## config.mk

```make
export PLATFORM = sky130hd
export DESIGN_NAME = mux_rr_arbiter_flat
export DESIGN_NICKNAME = d
export VERILOG_FILES = /design/src/rtl/mux_rr_arbiter_if.sv /design/src/rtl/mux_rr_arbiter.sv /design/src/flat_wrapper.sv
export SDC_FILE = /design/constraint.sdc
export NUM_CORES = 1
export LEC_CHECK = 0
export ABC_AREA = 0
export CAP_MARGIN = 20
export CORE_AREA = 2 2 42 72
export DETAILED_ROUTE_END_ITERATION = 16
export DIE_AREA = 0 0 44 74
export PLACE_DENSITY = 0.61
export SYNTH_ARGS = -nofsm -noshare
export SYNTH_HDL_FRONTEND = slang
export SYNTH_SLANG_ARGS = --single-unit
export TNS_END_PERCENT = 10
```

## constraint.sdc

```tcl
create_clock -name clk -period 4.6 [get_ports clk]
set_input_delay 0.46 -clock clk [delete_from_list [all_inputs] [get_ports clk]]
set_output_delay 0.46 -clock clk [all_outputs]
set_load 0.01 [all_outputs]
```

## src/rtl/mux_rr_arbiter_if.sv

```systemverilog
// Handshake bundle between the four mux requesters and the round-robin arbiter.
interface mux_rr_arbiter_if;
    logic [3:0] req;
    logic [3:0] gnt;
    logic [1:0] sel;
    logic       busy;
    logic       preempt;

    // Requester side: raises requests, observes the grant.
    modport master (
        output req,
        input  gnt,
        input  sel,
        input  busy,
        input  preempt
    );

    // Arbiter side: samples requests, drives grant and mux select.
    modport slave (
        input  req,
        output gnt,
        output sel,
        output busy,
        output preempt
    );
endinterface

```

## src/rtl/mux_rr_arbiter.sv

```systemverilog
// Round-robin arbiter for the shared 4:1 mux. Issues a registered one-hot
// grant, drives the mux select to match it, and rotates the grant after
// MAX_HOLD consecutive cycles when another requester is waiting.
module mux_rr_arbiter #(
    parameter int MAX_HOLD = 8,
    parameter int CNT_W    = 8
) (
    input  logic           clk,
    input  logic           rst,
    mux_rr_arbiter_if.slave bus
);

    typedef enum logic {
        IDLE  = 1'b0,
        GRANT = 1'b1
    } state_t;

    // Last cycle of a hold window; reaching it with others waiting forces a handover.
    localparam logic [CNT_W-1:0] HOLD_LAST = CNT_W'(MAX_HOLD - 1);

    state_t           state_q, state_d;
    logic [3:0]       gnt_q,   gnt_d;
    logic [1:0]       sel_q,   sel_d;
    logic [1:0]       last_q,  last_d;
    logic [CNT_W-1:0] cnt_q,   cnt_d;
    logic             preempt_q, preempt_d;

    // Winner search results: any requester vs. everyone except the current owner.
    logic             any_found,   other_found;
    logic [1:0]       any_idx,     other_idx;

    // Search last+1, last+2, last+3, then last itself unless skip_from is set.
    // Returns {found, index}.
    function automatic logic [2:0] rr_pick(input logic [3:0] req,
                                           input logic [1:0] from,
                                           input logic       skip_from);
        logic       found;
        logic [1:0] idx;
        logic [1:0] cand;
        found = 1'b0;
        idx   = 2'd0;
        for (int j = 1; j <= 4; j++) begin
            cand = from + 2'(j);
            if (!found && req[cand] && !(skip_from && j == 4)) begin
                found = 1'b1;
                idx   = cand;
            end
        end
        return {found, idx};
    endfunction

    assign {any_found,   any_idx}   = rr_pick(bus.req, last_q, 1'b0);
    assign {other_found, other_idx} = rr_pick(bus.req, last_q, 1'b1);

    // Next-state and next-output decision for the grant FSM.
    always_comb begin
        // NOTE: every signal written here gets a default first, so no path can leave it unassigned and infer a latch.
        state_d   = state_q;
        gnt_d     = gnt_q;
        sel_d     = sel_q;
        last_d    = last_q;
        cnt_d     = cnt_q;
        preempt_d = 1'b0;

        unique case (state_q)
            IDLE: begin
                if (any_found) begin
                    state_d = GRANT;
                    gnt_d   = 4'b0001 << any_idx;
                    sel_d   = any_idx;
                    last_d  = any_idx;
                    cnt_d   = '0;
                end
            end

            GRANT: begin
                // In GRANT the owner is always last_q.
                if (!bus.req[last_q]) begin
                    // Owner released: hand over on this edge, or go idle.
                    if (any_found) begin
                        gnt_d  = 4'b0001 << any_idx;
                        sel_d  = any_idx;
                        last_d = any_idx;
                    end else begin
                        state_d = IDLE;
                        gnt_d   = 4'b0000;
                    end
                    cnt_d = '0;
                end else if (cnt_q != HOLD_LAST) begin
                    cnt_d = cnt_q + CNT_W'(1);
                end else if (other_found) begin
                    // Hold limit reached with someone waiting: take the grant away.
                    gnt_d     = 4'b0001 << other_idx;
                    sel_d     = other_idx;
                    last_d    = other_idx;
                    cnt_d     = '0;
                    preempt_d = 1'b1;
                end else begin
                    // Sole requester: keep the grant and start a fresh window.
                    cnt_d = '0;
                end
            end

            default: state_d = IDLE;
        endcase
    end

    // State register with synchronous reset; reset drops any grant at once.
    always_ff @(posedge clk) begin
        // NOTE: sequential state uses non-blocking assignments so all registers update together on the edge.
        if (rst) begin
            state_q   <= IDLE;
            gnt_q     <= 4'b0000;
            sel_q     <= 2'd0;
            last_q    <= 2'd3;
            cnt_q     <= '0;
            preempt_q <= 1'b0;
        end else begin
            state_q   <= state_d;
            gnt_q     <= gnt_d;
            sel_q     <= sel_d;
            last_q    <= last_d;
            cnt_q     <= cnt_d;
            preempt_q <= preempt_d;
        end
    end

    assign bus.gnt     = gnt_q;
    assign bus.sel     = sel_q;
    assign bus.busy    = |gnt_q;
    assign bus.preempt = preempt_q;

endmodule

```

## src/flat_wrapper.sv

```systemverilog
// flat-port wrapper written by rule: the top's interface ports become plain ports
module mux_rr_arbiter_flat 
#(
    parameter int MAX_HOLD = 8,
    parameter int CNT_W    = 8
)
  (clk, rst, bus_req, bus_gnt, bus_sel, bus_busy, bus_preempt);
  mux_rr_arbiter_if bus_i ();
  input  logic clk;
  input  logic rst;
  input wire logic [$bits(bus_i.req)-1:0] bus_req;
  output wire logic [$bits(bus_i.gnt)-1:0] bus_gnt;
  output wire logic [$bits(bus_i.sel)-1:0] bus_sel;
  output wire logic [$bits(bus_i.busy)-1:0] bus_busy;
  output wire logic [$bits(bus_i.preempt)-1:0] bus_preempt;
  assign bus_i.req = bus_req;
  assign bus_gnt = bus_i.gnt;
  assign bus_sel = bus_i.sel;
  assign bus_busy = bus_i.busy;
  assign bus_preempt = bus_i.preempt;
  mux_rr_arbiter #(.MAX_HOLD(MAX_HOLD), .CNT_W(CNT_W)) u_core (.clk(clk), .rst(rst), .bus(bus_i));
endmodule
```

After elaboration in Yosys (flattened, before gate mapping):

Index checks and enable logic that the tools add are counted.

* eq/ne operators: 4
* add/sub/neg operators: 4
* divide/modulo/power cells: 0
* mux-type cells: 38
* reduce and logical (&&, ||, !) cells: 10
* multiply operators: 0
* $lt $le $gt $ge: 4
* bitwise logic cells: 2
* shifts and indexed selects: 2

Operators by type and width (number)
* two-way mux 8 bit: 3
* two-way mux 2 bit: 10
* two-way mux 4 bit: 5
* one-hot mux 8 bit (2 select lines): 1
* < comparator 2 x 3 -> 1 bit (second input constant): 4
* two-way mux 1 bit: 11
* adder 8 x 1 -> 8 bit (second input constant): 1
* binary-select mux 1 bit (select 2 bit): 4
* != test 8 x 3 -> 1 bit (second input constant): 1
* one-hot mux 2 bit (2 select lines): 2
* one-hot mux 4 bit (2 select lines): 1
* OR reduction 4 bit: 2
* left shift 1 x 2 -> 4 bit (first input constant): 2
* != test 3 bit (second input constant): 2
* adder 2 bit (second input constant): 2
* logical AND 1 bit: 3
* zero test 1 bit: 3
* AND reduction 3 bit: 1
* adder 2 x 1 -> 2 bit (second input constant): 1
* != test 2 x 1 -> 1 bit (second input constant): 1
* NOT 1 bit: 2
* one-hot mux 1 bit (2 select lines): 1
* AND reduction 2 bit: 1

* flip-flop bits (word level): 18
* bits in read-only memories: 0
* input port bits: 6
* output and inout bits: 8
* latch bits: 0
* RAM bits: 0
* logic and storage cells: 70
* memories kept: 0

Depth between registers and ports, before layout:

* word-level depth: 17
* gate-level depth with buffers: 7
* gate-level depth less buffers: 6

Worst setup path before layout:

OpenSTA, ideal clock, no wires.

* kind: input port to flip-flop
* start point: in bus_req[0]
* end point: reg u_core.gnt_q[0], in the netlist u_core.bus.gnt[0]
* setup time: 0.131 ns
* arrival time: 1.680 ns
* stages on the path: 6
* path buffers: 1
* setup slack: 2.789 ns
* data required time: 4.469 ns
* path through: buf_2 or3_1 a221oi_2 nor3_1 a22oi_1 a211oi_2

* cells in the longest elaborated chain, start to end: 16
* elaborated cells on any way between the ends: 34
* those cells by class: eq/ne: 3; shift: 2; mux: 22; reduce/logical: 7

RTL lines
* start: declaration: line flat_wrapper.sv:11 `input wire logic [$bits(bus_i.req)-1:0] bus_req;`
* binary-select mux 1 bit (select 2 bit): line mux_rr_arbiter.sv:44 `if (!found && req[cand] && !(skip_from && j == 4)) begin`
* two-way mux 1 bit (implied by the code): line mux_rr_arbiter.sv:44
* two-way mux 1 bit: line mux_rr_arbiter.sv:44
* zero test 1 bit: line mux_rr_arbiter.sv:44
* logical AND 1 bit: line mux_rr_arbiter.sv:44
* two-way mux 1 bit: line mux_rr_arbiter.sv:44
* zero test 1 bit: line mux_rr_arbiter.sv:44
* logical AND 1 bit: line mux_rr_arbiter.sv:44
* two-way mux 1 bit: line mux_rr_arbiter.sv:44
* zero test 1 bit
* logical AND 1 bit: line mux_rr_arbiter.sv:44
* two-way mux 2 bit: line mux_rr_arbiter.sv:44
* left shift 1 x 2 -> 4 bit: line mux_rr_arbiter.sv:69, mux_rr_arbiter.sv:81
* two-way mux 4 bit: line mux_rr_arbiter.sv:80 `if (any_found) begin`
* two-way mux 4 bit: line mux_rr_arbiter.sv:78 `if (!bus.req[last_q]) begin`
* one-hot mux 4 bit (2 select lines): line mux_rr_arbiter.sv:65 `unique case (state_q)`
* end signal: assignment: line mux_rr_arbiter.sv:120 `gnt_q <= gnt_d;`
* end: declaration: line mux_rr_arbiter.sv:22 `logic [3:0] gnt_q, gnt_d;`

Several ways; a longest one is shown, not always the timed one. The select of a mux whose other input is x is not followed.
A chain may end at the register's enable or synchronous reset.

Final worst setup path:

* start point: in bus_req[0]
* end point: reg u_core.gnt_q[2], in the netlist u_core.bus.gnt[2]

The elaborated chain is that of the path after synthesis.

==> run metrics <==
H-tree levels=1; via count=1032; origin of the worst setup path=bus_req[0]; CTS sink cnt=18; Syn Nets=142; DP Area=1270 µm²; unrepaired setup endpoints after global routing=no; initial core utilization=42.5%; Slew Limit Fails=0; vias in the first global route=997; Seq cells post-synth=18; sequential area share after synthesis=31.5%; IO Count=14; Reg2Reg Setup Slack=2660 ps; clk buf depth=2; CP Launch Type=primary input; largest net degree at the start of global routing=15; RR Endpoint=u_core.bus.gnt[0]; worst r2r path cells=5; core area=2690 µm²; post-CTS resize count=0; total gr overflow=0; PortBufs=13; critical path class=primary input to flip-flop; worst setup path end=u_core.bus.gnt[2]; cts hold-fix bufs=0; number of remaining DRC errors=0; area of the multi-input gates=736 µm²; cell area after synthesis=1140 µm²; Final Hold Vio Count=0; ANT cells=0; status=completed; Die ar.=3260 µm²; worst endpoint data arrival time=2530 ps; FF-to-FF Start=u_core.last_q[0]; initial antenna violation count=0; CP Max Fanout=14; Area Overhead vs Synth=15.8%; clock latency on the worst-skew pair=260 ps; WL final=2.46 mm; # nets final=152; TritonCTS clock tree=built; Inserted Clock Buffers=3; Avg WL per Cell=14.4 µm; share of layout cells above drive strength 1=12.5%; setup TNS=0 ps; fin util=49.2%; skew final=2.95 ps; Avg Inst Size Synth=8.46 µm²; crit path time final=2370 ps; critical path capture point type=flip-flop; HP Class=flip-flop to flip-flop; DR pass1 iterations=4; Die Width=44 µm; Std-Cell Rows=25; Setup violations, final=0; Largest stage delay, worst path=570 ps; GRT Util Overall=17.4%; post-synth cell types=45; slowest stage cell, crit path=clkdlybuf4s50_1; fin area=1320 µm²; Routed Antenna Nets=0; Post-DP HPWL=1.93 mm; worst path cell trace=clkdlybuf4s50_1, nor4_2, nand2b_1, and2_2, a211oi_1; Req. time, crit path=4770 ps; Power Density=337 nW/µm²; DRC marker count from the first detailed-route iteration=16; clk slew on worst S/H paths=70 ps; crit share post-route=51.5%; post-CTS setup buffers=0; Slew HR=64.9%; Cells after Synth=135; Worst VDD drop=0.130 mV; Leak=0.468 nW; RePlAce Congestion=0.810; Achievable Freq=0.422 GHz; vias per cell=6.04; Chip Height=74 µm; sequential cell area=360 µm²; Max Cap Violations=0; Root Buffer=clkbuf_8; Synth Warn #=0; fillers=264; worst slew pin tran=527 ps; first-pass GRT wire length=4.37 mm
area by class of cell:
class | count | share of cell area (%)
tap | 27 | 2.55
inverter | 2 | 0.568
timing repair buffer | 13 | 9.84
sequential | 18 | 27.2
multi-input combinational | 107 | 55.6
clock buffer | 4 | 4.16
power by group:
| group | switching, mW | leakage, nW | internal (mW) |
|---|---|---|---|
| logic | 0.0648 | 0.291 | 0.0662 |
| registers | 0.0164 | 0.147 | 0.169 |
| clock network | 0.0525 | 0.0288 | 0.0761 |
| total | 0.134 | 0.468 | 0.311 |
stage by stage:
step / hold slack (ps) / std cells / setup WS [ps] / power, mW
floorplan: 457 / 135 / 2790 / 0.277
global placement: 480 / 167 / 2070 / 0.319
detailed placement: 476 / 167 / 1960 / 0.320
CTS: 484 / 171 / 2220 / 0.449
global route: 516 / 171 / 1990 / 0.475
finish: 477 / 171 / 2230 / 0.445
worst min path at each step:
stage / startpoint / to / slack [ps] / cells past startpoint
3_5_place_dp: u_core.bus.sel[1] / u_core.bus.sel[1] / 480 / 2
4_1_cts: u_core.bus.sel[1] / u_core.bus.sel[1] / 480 / 2
2_1_floorplan: u_core.cnt_q[2] / u_core.cnt_q[2] / 460 / 2
6_report: u_core.bus.sel[1] / u_core.bus.sel[1] / 480 / 2
5_1_grt: u_core.bus.sel[1] / u_core.bus.sel[1] / 520 / 2
3_3_place_gp: u_core.bus.sel[1] / u_core.bus.sel[1] / 480 / 2
registers in the layout, indices dropped and copies added (netlist names):
name / flops
u_core.bus.sel: 2
u_core.last_q: 2
u_core.state_q: 1
u_core.bus.preempt: 1
u_core.cnt_q: 8
u_core.bus.gnt: 4
worst max-delay path, delay by kind of cell:
| family | cells | cell delay (ps) |
|---|---|---|
| buffers and inverters | 1 | 570 |
| AO/OA/AOI/OAI | 1 | 200 |
| AND/OR/NAND/NOR | 3 | 1290 |
metal layers:
layer	track usage (%)	wire length (µm)	part of all wire [%]	vias to the layer above
met5	0	0	0	-
met4	9.76	82	3.3	0
met3	1.70	50	2.0	7
met2	32.5	1390	56	15
met1	18.1	939	38	498
li1	-	-	-	512
placed cells by master, fill, tap and decap left out, types with 2 or more instances in the layout:
master and n:
nand2_1 8, nor2_1 13, nor2b_1 3, a21oi_1 11, and3_1 3, and2_1 2
o21ai_0 6, clkbuf_8 4, inv_1 2, nand3b_1 3, nor3_1 4, nand4_1 2
a211oi_1 2, nand2b_1 8, nand3_1 4, or3_1 4, a221oi_2 2, a31oi_1 2
clkdlybuf4s50_1 13, a311oi_2 2, a22oi_1 2, dfxtp_1 18, xor2_1 4
cells in the mapped netlist, drive strengths merged:
cell type | instances | share of area (%)
a211o | 1 | 0.77
a211oi | 3 | 2.4
a21boi | 1 | 0.66
a21oi | 11 | 4.8
a221oi | 3 | 3.4
a22oi | 2 | 1.3
a311oi | 2 | 2.6
a31o | 1 | 1.5
a31oi | 2 | 1.1
and2 | 3 | 1.8
and3 | 3 | 1.6
and4 | 1 | 0.77
buf | 7 | 3.1
clkbuf | 1 | 0.33
dfxtp | 18 | 32
ha | 1 | 1.1
inv | 2 | 0.66
mux2i | 1 | 0.88
mux4 | 1 | 2.0
nand2 | 9 | 3.2
nand2b | 8 | 4.4
nand3 | 4 | 1.8
nand3b | 3 | 2.0
nand4 | 2 | 1.1
nand4b | 1 | 0.77
nor2 | 13 | 4.3
nor2b | 3 | 1.6
nor3 | 5 | 3.2
nor3b | 2 | 1.8
nor4 | 1 | 1.1
o21a | 1 | 0.66
o21ai | 6 | 2.6
o21ba | 1 | 0.88
o32ai | 1 | 0.77
or3 | 4 | 2.2
or4 | 2 | 1.6
xnor2 | 1 | 0.77
xor2 | 4 | 3.1
cells by family (layout without fill, tap and decap cells):
kind of cell / Yosys count / in the layout / synth area share (%)
AND/OR/NAND/NOR: 64 / 64 / 33.1
AO/OA/AOI/OAI: 35 / 35 / 23.5
flip-flops: 18 / 18 / 31.5
buffers and inverters: 10 / 19 / 4.05
XOR/XNOR: 5 / 5 / 3.83
multiplexers: 2 / 2 / 2.85
adder cells (fa/ha/maj): 1 / 1 / 1.10
Power figures use the tool's default switching activity.
